--- src/rtl/mem_arbiter.sv ---
// Two-port arbiter/sequencer for the single-ported program/data memory.
// Optional round-robin arbitration: define MEM_ARBITER_ROUND_ROBIN_EN (default: port 0 priority).
module mem_arbiter #(
  parameter int unsigned ADDR_W = 8,
  parameter int unsigned DATA_W = 8
) (
  input  logic              clock,
  input  logic              reset_n,
  input  logic              p0_req,
  input  logic              p0_write,
  input  logic [ADDR_W-1:0] p0_addr,
  input  logic [DATA_W-1:0] p0_wdata,
  output logic              p0_ack,
  output logic [DATA_W-1:0] p0_rdata,
  input  logic              p1_req,
  input  logic              p1_write,
  input  logic [ADDR_W-1:0] p1_addr,
  input  logic [DATA_W-1:0] p1_wdata,
  output logic              p1_ack,
  output logic [DATA_W-1:0] p1_rdata,
  output logic              mem_clock,
  output logic              mem_write,
  output logic [ADDR_W-1:0] mem_addr,
  output logic [DATA_W-1:0] mem_to,
  input  logic [DATA_W-1:0] mem_from
);

  typedef enum logic [1:0] {StIdle, StSetup, StStrobe, StAck} state_e;

  state_e              state_q, state_d;
  logic                grant_q, grant_d;
  logic                op_write_q, op_write_d;
  logic [ADDR_W-1:0]   mem_addr_q, mem_addr_d;
  logic [DATA_W-1:0]   mem_to_q, mem_to_d;
  logic [DATA_W-1:0]   p0_rdata_q, p0_rdata_d;
  logic [DATA_W-1:0]   p1_rdata_q, p1_rdata_d;
  logic                mem_clock_q, mem_clock_d;
  logic                mem_write_q, mem_write_d;
  logic                p0_ack_q, p0_ack_d;
  logic                p1_ack_q, p1_ack_d;
  logic                sel_p1;

`ifdef MEM_ARBITER_ROUND_ROBIN_EN
  logic                last_grant_q, last_grant_d;

  // On contention the port that did not win last time goes next.
  always_comb begin
    if (p0_req && p1_req) sel_p1 = ~last_grant_q;
    else                  sel_p1 = p1_req;
  end
`else
  always_comb sel_p1 = ~p0_req;
`endif

  always_comb begin
    state_d    = state_q;
    grant_d    = grant_q;
    op_write_d = op_write_q;
    mem_addr_d = mem_addr_q;
    mem_to_d   = mem_to_q;
    p0_rdata_d = p0_rdata_q;
    p1_rdata_d = p1_rdata_q;
`ifdef MEM_ARBITER_ROUND_ROBIN_EN
    last_grant_d = last_grant_q;
`endif
    case (state_q)
      StIdle: begin
        if (p0_req || p1_req) begin
          grant_d    = sel_p1;
          op_write_d = sel_p1 ? p1_write : p0_write;
          mem_addr_d = sel_p1 ? p1_addr  : p0_addr;
          mem_to_d   = sel_p1 ? p1_wdata : p0_wdata;
          state_d    = StSetup;
`ifdef MEM_ARBITER_ROUND_ROBIN_EN
          last_grant_d = sel_p1;
`endif
        end
      end
      StSetup:  state_d = StStrobe;
      StStrobe: begin
        state_d = StAck;
        if (!op_write_q) begin
          if (grant_q) p1_rdata_d = mem_from;
          else         p0_rdata_d = mem_from;
        end
      end
      StAck:    state_d = StIdle;
      default:  state_d = StIdle;
    endcase

    // Outputs are registered, so decode them from the next state.
    mem_clock_d = (state_d == StStrobe);
    mem_write_d = (state_d != StIdle) && op_write_d;
    p0_ack_d    = (state_d == StAck) && !grant_d;
    p1_ack_d    = (state_d == StAck) && grant_d;
  end

  always_ff @(posedge clock or negedge reset_n) begin
    if (!reset_n) begin
      state_q     <= StIdle;
      grant_q     <= 1'b0;
      op_write_q  <= 1'b0;
      mem_addr_q  <= '0;
      mem_to_q    <= '0;
      p0_rdata_q  <= '0;
      p1_rdata_q  <= '0;
      mem_clock_q <= 1'b0;
      mem_write_q <= 1'b0;
      p0_ack_q    <= 1'b0;
      p1_ack_q    <= 1'b0;
    end else begin
      state_q     <= state_d;
      grant_q     <= grant_d;
      op_write_q  <= op_write_d;
      mem_addr_q  <= mem_addr_d;
      mem_to_q    <= mem_to_d;
      p0_rdata_q  <= p0_rdata_d;
      p1_rdata_q  <= p1_rdata_d;
      mem_clock_q <= mem_clock_d;
      mem_write_q <= mem_write_d;
      p0_ack_q    <= p0_ack_d;
      p1_ack_q    <= p1_ack_d;
    end
  end

`ifdef MEM_ARBITER_ROUND_ROBIN_EN
  // Reset to port 1 so port 0 wins the first contention.
  always_ff @(posedge clock or negedge reset_n) begin
    if (!reset_n) last_grant_q <= 1'b1;
    else          last_grant_q <= last_grant_d;
  end
`endif

  assign mem_clock = mem_clock_q;
  assign mem_write = mem_write_q;
  assign mem_addr  = mem_addr_q;
  assign mem_to    = mem_to_q;
  assign p0_ack    = p0_ack_q;
  assign p1_ack    = p1_ack_q;
  assign p0_rdata  = p0_rdata_q;
  assign p1_rdata  = p1_rdata_q;

endmodule

--- config.mk ---
export PLATFORM = sky130hd
export DESIGN_NAME = mem_arbiter
export DESIGN_NICKNAME = d
export VERILOG_FILES = /design/src/rtl/mem_arbiter.sv
export SDC_FILE = /design/constraint.sdc
export NUM_CORES = 1
export LEC_CHECK = 0
export BUFFER_PORTS_ARGS = -buffer_cell sky130_fd_sc_hd__buf_4
export CAP_MARGIN = 0
export CORE_MARGIN = 2
export CORE_UTILIZATION = 35
export CTS_CLUSTER_DIAMETER = 100
export DETAILED_ROUTE_END_ITERATION = 8
export HOLD_SLACK_MARGIN = 0.12
export SLEW_MARGIN = 30
export SYNTH_ARGS = -nofsm -noshare
export SYNTH_HDL_FRONTEND = slang
export SYNTH_SLANG_ARGS = --single-unit
--- constraint.sdc ---
create_clock -name clock -period 3.93 [get_ports clock]
set_clock_uncertainty 0.1 [all_clocks]
set_input_delay 0.786 -clock clock [delete_from_list [all_inputs] [get_ports clock]]
set_output_delay 0.786 -clock clock [all_outputs]
set_load 0.02 [all_outputs]
==> results_dict.tcl, run 1 <==
set metrics [dict create \
    num_io_pins 82 \
    finalInstanceArea_um2 2530 \
    cts_sinks 40 \
    period_needed_ns 1.81 \
    slew_headroom_pct 55.7 \
    layout-drive-gt1-share_pct 50.2 \
    netlist_top_cells_count "dfrtp_1 (40), nand2_1 (17), mux2_2 (16), mux2i_1 (16), o21ai_1 (11)" \
    yosysTopAreaCell "dfrtp_1" \
    antenna_found_initial 0 \
    whs_ns 0.354 \
    clk_transition_reported_paths_ns 0.08 \
    synth-seq-cells 40 \
    die_w_um 73.9 \
    floorplan.initialDensity_pct 36.2 \
    io_buffers 81 \
    finalMaxSlewViolations 0 \
    p_leak_nw 1.27 \
    vias_per_cell 4.63 \
    crit_fanout 8 \
    syn_area_per_cell_um2 12.8 \
    synth_warnings 0 \
    grt_pass1_vias 1322 \
    cts_tree "done" \
    ys_seq_area_share_pct 58.6 \
    syn_nets 183 \
    fillers 389 \
    grt_usage_pct 14.9 \
    cts_hold_buf 0 \
    yosysMostFrequentCell "dfrtp_1" \
    hp-class "in -> async" \
    synth_edf_count 0 \
    cts_made_buffers 5 \
    max_freq_ghz 0.553 \
    max_cap_violations 0 \
    netlist_instances 133 \
    cts-root-buf "clkbuf_8" \
    grt_first_pass_wirelength_um 6100 \
    required_ns 4.01 \
    worstPathArrival_ns 1.89 \
    hold_viol_final 0 \
    grt_max_degree 41 \
    diodes 0 \
    wl_per_cell_um 13.2 \
    place_area_um2 2370 \
    clockBufferDepth 2 \
    fin_crit_sh_pct 46.0 \
    routed_wl_um 3740 \
    cts_resized 0 \
    r2r_cells 4 \
    fin_setup_tns_ns 0 \
    die_y_um 73.9 \
    rsz0062_at_grt "no" \
    post_cts.repair.setup_buffers 0 \
    clk_latency_ns 0.29 \
    syn_to_final_growth_pct 48.3 \
    drtAntennaViolNets 0 \
    synth_flop_cell "dfrtp_1" \
    critical_path_class "reg -> reg" \
    nNetsFinal 266 \
    worst_pin_slew_ns 0.662 \
    synth_cell_types 23 \
    finalSetupViolations 0 \
    vias 1314 \
    place.gp.congestion 0.731 \
    critPathCaptureType "flip-flop" \
    placementRows 25 \
    p_per_area_nw_per_um2 850 \
    gr-total-overflow 0 \
    ir_worst_vdd_v 0.000330 \
    dr.pass1.iters 4 \
    status "finished clean" \
    first_iter_violations 35 \
    synthesis.area_um2 1710 \
    core_area_um2 4720 \
    hpwl_um 2920 \
    synth_area_leaders "dfrtp_1 (59%), mux2_2 (11%), mux2i_1 (9.4%), nand2_1 (3.7%), o21ai_1 (3.2%)" \
    async_flop_share_pct 100 \
    htreeDepth 2 \
    die_area_um2 5450 \
    synth_top_area_share_pct 58.6 \
    start_kind "flip-flop" \
    drc 0 \
]
worst paths after layout:
check,slack (ns),start,endpoint
min in group clock,0.39,mem_addr[1],mem_addr[1]
min,0.35,reset_n,p0_rdata[5]
max reg2reg,2.12,state_q[0],p0_rdata[7]
max,2.12,state_q[0],p0_rdata[7]
max in group asynchronous,3.02,reset_n,mem_addr[1]
min reg2reg,0.39,mem_addr[1],mem_addr[1]
stage by stage:
step           total power, mW  std cells  util, %  worst slack (ns)
4_1_cts                   2.19        284     53.5              1.88
3_3_place_gp              1.69        276     50.1              1.63
3_5_place_dp              1.72        276     50.1              1.53
5_1_grt                   2.30        284     53.6              1.98
2_1_floorplan             1.29        133        -              2.32
6_report                  2.15        284     53.6              2.12
cell families (layout without fill, tap and decap cells):
group | count (synthesis) | count (layout) | synth area share [%]
DFF | 40 | 40 | 58.6
muxes | 32 | 32 | 19.9
and+or+nand+nor | 29 | 29 | 9.38
AOI/OAI and AO/OA | 21 | 21 | 6.52
buffers and inverters | 7 | 91 | 2.64
adders and majority gates | 4 | 4 | 2.93
power by group:
part | total, mW | switching, mW | leakage, nW | internal, mW
logic | 0.954 | 0.505 | 0.704 | 0.448
clock network | 0.462 | 0.145 | 0.0784 | 0.318
registers | 0.737 | 0.117 | 0.485 | 0.620
total | 2.15 | 0.767 | 1.27 | 1.39
cells in the final DEF (no fill, tap or decap), types with 2 or more instances in the layout:
cell type / Yosys / final
buf_4: 0 / 81
dfrtp_1: 40 / 40
nand2_1: 17 / 17
mux2_2: 16 / 16
mux2i_1: 16 / 16
o21ai_1: 11 / 10
o21ai_0: 6 / 6
clkbuf_8: 0 / 5
nor2_1: 4 / 4
ha_1: 4 / 4
bufinv_16: 0 / 3
inv_1: 2 / 2
a21oi_1: 2 / 2
critical path, stage by stage (launching register included):
cell and delay (ns):
dfrtp_1 0.41, inv_1 0.11, ha_1 0.22, nor3b_4 0.46
mux2_2 0.40
state kept, by name, indices dropped and copies added (netlist names):
register    flops
grant_q         1
mem_addr        8
mem_clock       1
mem_to          8
mem_write       1
op_write_q      1
p0_ack          1
p0_rdata        8
p1_ack          1
p1_rdata        8
state_q         2
metal layers:
| metal | vias to the layer above | part of all wire (%) | global-route usage, % |
|---|---|---|---|
| met5 | - | 0 | 0 |
| met4 | 0 | 2.7 | 7.68 |
| met3 | 11 | 7.0 | 3.98 |
| met2 | 54 | 50 | 25.3 |
| met1 | 622 | 40 | 17.1 |
| li1 | 627 | - | - |
cell type report:
class                   count  area [um2]  area share [%]
flip-flops and latches     40        1000            39.5
multi-input cells          86         673            26.6
repair buffers             81         608            24.0
clock inverters             3        90.1            3.56
well taps                  67        83.8            3.31
clock buffers               5        68.8            2.72
inverters                   2        7.51           0.296
Power figures use the tool's default switching activity.
==> run 2, diff against run 1 <==
--- a/config.mk
+++ b/config.mk
@@ -12,6 +12,7 @@
 export CTS_CLUSTER_DIAMETER = 100
 export DETAILED_ROUTE_END_ITERATION = 8
 export HOLD_SLACK_MARGIN = 0.12
+export PLACE_DENSITY = 0.66
 export SLEW_MARGIN = 30
 export SYNTH_ARGS = -nofsm -noshare
 export SYNTH_HDL_FRONTEND = slang
==> constraint.sdc (replaced) <==
create_clock -name clock -period 1.6 [get_ports clock]
set_clock_uncertainty 0.1 [all_clocks]
set_input_delay 0.32 -clock clock [delete_from_list [all_inputs] [get_ports clock]]
set_output_delay 0.32 -clock clock [all_outputs]
set_load 0.02 [all_outputs]
==> run 2 against run 1 <==
Net effect: final cell count is 2.1% higher; via count is 1.2% lower; cell area is 1.1% higher; total power is 130% higher; critical path type unchanged; sequential power is 150% higher; non-clock buffer count is 7 higher; core utilization is 0.61 points higher; maximum frequency is 18% higher; global-route usage is 1.2 points lower; register-to-register slack worse by 2.1 ns; largest cell class unchanged; worst setup slack worse by 2.1 ns.
==> results_dict.tcl, run 2 (same netlist as run 1, synthesis figures left out) <==
set metrics [dict create \
    die_w_um 73.9 \
    hold_viol_final 0 \
    clk_transition_reported_paths_ns 0.07 \
    first_iter_violations 39 \
    cts-root-buf "clkbuf_8" \
    placementRows 25 \
    cts_made_buffers 5 \
    cts_sinks 40 \
    critical_path_class "reg -> reg" \
    gr-total-overflow 0 \
    wl_per_cell_um 13.0 \
    cts_tree "done" \
    htreeDepth 2 \
    final_core_util_pct 54.2 \
    routed_wl_um 3770 \
    worst_pin_slew_ns 0.495 \
    whs_ns 0.182 \
    power_mw 4.93 \
    clk_latency_ns 0.28 \
    cp_cell_sequence "inv_1 -> ha_2 -> nor4bb_2 -> nor2_1 -> and3b_1" \
    fin_setup_tns_ns 0 \
    use_met2_pct 22.5 \
    status "finished clean" \
    crit_fanout 5 \
    slew_headroom_pct 67.0 \
    fillers 434 \
    vias_per_cell 4.48 \
    drc 0 \
    clockBufferDepth 2 \
    hp-class "in -> reg" \
    grt.busiest_layer "met2" \
    die_area_um2 5450 \
    finalSetupViolations 0 \
    place.gp.congestion 0.793 \
    critPathTopFamily "simple AND/OR/NAND/NOR gates" \
    diodes 0 \
    worstPathArrival_ns 1.61 \
    fin_cells 290 \
    final_common_cell "buf_4" \
    grt_max_degree 41 \
    floorplan.initialDensity_pct 36.2 \
    required_ns 1.67 \
    globalRouteMet3Util_pct 3.70 \
    hold-path-cell-count 2 \
    max_cap_violations 0 \
    num_io_pins 82 \
    crit_buf_inv 1 \
    fin_crit_sh_pct 96.0 \
    vias 1298 \
    grt_usage_pct 13.7 \
    p_leak_nw 1.28 \
    dr.pass1.iters 4 \
    antenna_found_initial 0 \
    slowest_delay_ns 0.43 \
    critPathCaptureType "flip-flop" \
    io_buffers 81 \
    finalMaxSlewViolations 0 \
    nNetsFinal 273 \
    syn_to_final_growth_pct 50.0 \
    crit_path_top_delay_cell "dfrtp_1" \
    period_needed_ns 1.54 \
    layout-drive-gt1-share_pct 52.9 \
    grt_pass1_vias 1220 \
    hpwl_um 2940 \
    cp.depth 5 \
    use_met1_pct 17.7 \
    drtAntennaViolNets 0 \
    max_freq_ghz 0.651 \
    die_y_um 73.9 \
    dp.cells 282 \
    mostFrequentLayoutCells "buf_4 (85), dfrtp_1 (40), nand2_1 (17)" \
    core_area_um2 4720 \
    r2r_cells 5 \
    ir_worst_vdd_v 0.000634 \
    grt_first_pass_wirelength_um 5700 \
    p_per_area_nw_per_um2 1920 \
    start_kind "flip-flop" \
]
-- run 2: changes by cell type in the layout (fill, tap and decap cells not counted), moves of 2 or more --
cell / delta
ha_1: -2
buf_12: +2
bufinv_16: -3
buf_4: +4
-- run 2: metal layers --
| layer | routed length (um) | part of all wire, % |
|---|---|---|
| met1 | 1600 | 42 |
| met2 | 1910 | 51 |
| met3 | 227 | 6.0 |
| met4 | 34 | 0.90 |
| met5 | 0 | 0 |
-- run 2: where the power goes --
part	internal, mW	switching, mW	total [mW]
Combinational	1.23	1.28	2.51
Sequential	1.52	0.295	1.82
Clock	0.296	0.308	0.604
Total	3.04	1.88	4.93
-- run 2: final cells by class --
type                    instances  area, um2  share of cell area, %
repair buffers                 88        688                   26.9
flip-flops and latches         40       1000                   39.1
clock inverters                 1       5.00                  0.195
inverters                       2       7.51                  0.293
multi-input cells              86        703                   27.5
well taps                      67       83.8                   3.27
clock buffers                   6       72.6                   2.83
-- run 2: timing repair --
| item | 4_1_cts | 5_1_grt |
|---|---|---|
| gates resized for setup | 1 | 5 |
| pin swaps | 1 | 0 |
| endpoints found under the setup margin | 2 | 9 |
| setup buffers | 0 | 0 |
| hold buffers | 1 | 0 |
| endpoints found under the hold margin | 40 | 0 |
-- run 2: per-stage QoR --
stage          cell area [um2]  setup slack (ns)
2_1_floorplan             1710          -0.00131
6_report                  2560            0.0637
5_1_grt                   2560           -0.0226
3_3_place_gp              2440            0.0571
4_1_cts                   2540            0.0275
3_5_place_dp              2440           0.00334
-- run 2: path summary, 6_finish.rpt --
kind	slack (ns)	endpoint	from
max in group asynchronous	0.61	mem_to[2]	reset_n
hold reg to reg	0.39	mem_to[7]	mem_to[7]
min in group asynchronous	0.44	p1_rdata[3]	reset_n
hold / removal	0.18	p0_rdata[6]	mem_from[6]
setup / recovery	0.06	mem_write	state_q[1]
setup reg to reg	0.06	mem_write	state_q[1]
==> run 3, diff against run 2 <==
==> constraint.sdc (replaced) <==
create_clock -name clock -period 1.6 [get_ports clock]
set_clock_uncertainty 0.1 [all_clocks]
set_input_delay 0.08 -clock clock [delete_from_list [all_inputs] [get_ports clock]]
set_output_delay 0.08 -clock clock [all_outputs]
set_load 0.02 [all_outputs]
==> run 3 against run 2 <==
Net effect: first-iteration DRC count is 15% higher; clock power is 2% higher; final cell count grew 15%; register-to-register slack got worse by 0.03 ns; core utilization is 9.5 points higher; sequential power is essentially flat; maximum frequency decreased by 2.0%; routed wire length increased by 19%; worst setup slack got worse by 0.031 ns; worst hold slack better by 0.014 ns; highest routed layer unchanged.
==> results_dict.tcl, run 3 (same netlist as run 1, synthesis figures left out) <==
set metrics [dict create \
    status "finished clean" \
    cts_tree "done" \
    vias 1491 \
    fin_cells 334 \
    r2r_cells 5 \
    critical_path_class "reg -> reg" \
    layout-drive-gt1-share_pct 44.6 \
    hold_viol_final 0 \
    first_iter_violations 45 \
    grt_first_pass_wirelength_um 7130 \
    ir_worst_vdd_v 0.000733 \
    critPathCaptureType "flip-flop" \
    clk_latency_ns 0.29 \
    finalInstanceArea_um2 3010 \
    cts_made_buffers 5 \
    io_buffers 81 \
    max_cap_violations 0 \
    rrSetupSlack_ns 0.03 \
    placementRows 25 \
    hpwl_um 2830 \
    crit_fanout 8 \
    post-place-ws_ns 0.00577 \
    rsz0062_at_grt "yes" \
    finalSetupViolations 0 \
    syn_to_final_growth_pct 76.2 \
    p_per_area_nw_per_um2 1710 \
    dp.cells 281 \
    cts_sinks 40 \
    drc 0 \
    period_needed_ns 1.57 \
    fillers 397 \
    finalMaxSlewViolations 0 \
    htreeDepth 2 \
    floorplan.initialDensity_pct 36.2 \
    vias_per_cell 4.46 \
    grt_usage_pct 17.5 \
    wl_per_cell_um 13.5 \
    final_common_cell "buf_4" \
    mostFrequentLayoutCells "buf_4 (86), dlygate4sd3_1 (44), dfrtp_1 (40)" \
    max_freq_ghz 0.638 \
    whs_ns 0.196 \
    diodes 0 \
    fin_crit_sh_pct 98.0 \
    num_io_pins 82 \
    grt_pass1_vias 1527 \
    worst_pin_slew_ns 0.494 \
    fin_setup_tns_ns 0 \
    clk_transition_reported_paths_ns 0.07 \
    hp-class "in -> async" \
    place_area_um2 2430 \
    place.gp.congestion 0.721 \
    die_y_um 73.9 \
    reg2reg_to "p0_rdata[2]" \
    routed_wl_um 4500 \
    r2r_start "state_q[0]" \
    p_leak_nw 1.46 \
    finalWorstSetupSlack_ns 0.0327 \
    slew_headroom_pct 67.1 \
    nNetsFinal 317 \
    dr.pass1.iters 3 \
    regArea_um2 1000 \
    worstPathArrival_ns 1.64 \
    core_area_um2 4720 \
    die_w_um 73.9 \
    required_ns 1.67 \
    gr-total-overflow 0 \
    drtAntennaViolNets 0 \
    start_kind "flip-flop" \
    critPathLaunch "state_q[0]" \
    clockBufferDepth 2 \
    multi_input_comb_area_um2 713 \
    antenna_found_initial 0 \
    grt_max_degree 41 \
    die_area_um2 5450 \
    cts-root-buf "clkbuf_8" \
]
run 3: changes by cell type in the layout (fill, tap and decap cells not counted), sizes merged:
cell and change:
dlygate4sd3 +43, buf +1
run 3: metal layers:
layer	GRT usage, %	vias up	share of wire, %	wire, um
li1	-	734	-	-
met1	20.8	700	41	1860
met5	0	-	0	0
met2	30.6	49	52	2360
met3	4.39	8	4.6	206
met4	6.06	0	1.6	72
run 3: timing repair:
action / CTS / global route
gates resized for setup: 1 / 8
setup endpoints to repair: 7 / 17
hold buffers: 44 / 0
endpoints found under the hold margin: 76 / 0
setup buffers: 0 / 2
pin swaps: 0 / 1
run 3: worst max-delay path by stage:
stage                       end  slack [ns]  depth (start not counted)
finish              p0_rdata[2]        0.03                          5
CTS                   mem_write       0.002                          5
global placement      mem_write        0.03                          5
detailed placement  p0_rdata[6]       0.006                          5
floorplan           p0_rdata[0]      -0.001                          4
global route        p0_rdata[4]       -0.03                          5
run 3: metrics by stage:
stage / power (mW) / utilization (%)
floorplan: 3.18 / -
global placement: 4.29 / 51.5
detailed placement: 4.34 / 51.5
CTS: 5.07 / 62.4
global route: 5.53 / 63.7
finish: 5.15 / 63.7
run 3: critical path, cell delays in order (launching register included):
cell and delay (ns):
dfrtp_1 0.39, inv_2 0.12, ha_4 0.16, nor3b_4 0.22, buf_12 0.15, mux2_2 0.32
run 3: cell type report:
class / count / share of cell area (%)
multi-input combinational: 86 / 23.7
clock inverter: 1 / 0.166
sequential: 40 / 33.3
tap: 67 / 2.79
clock buffer: 6 / 2.41
inverter: 2 / 0.249
timing repair buffer: 132 / 37.4
run 3: power by group:
group	internal [mW]	total, mW	switching, mW
combinational	1.38	2.72	1.34
sequential	1.52	1.82	0.296
clock	0.296	0.619	0.323
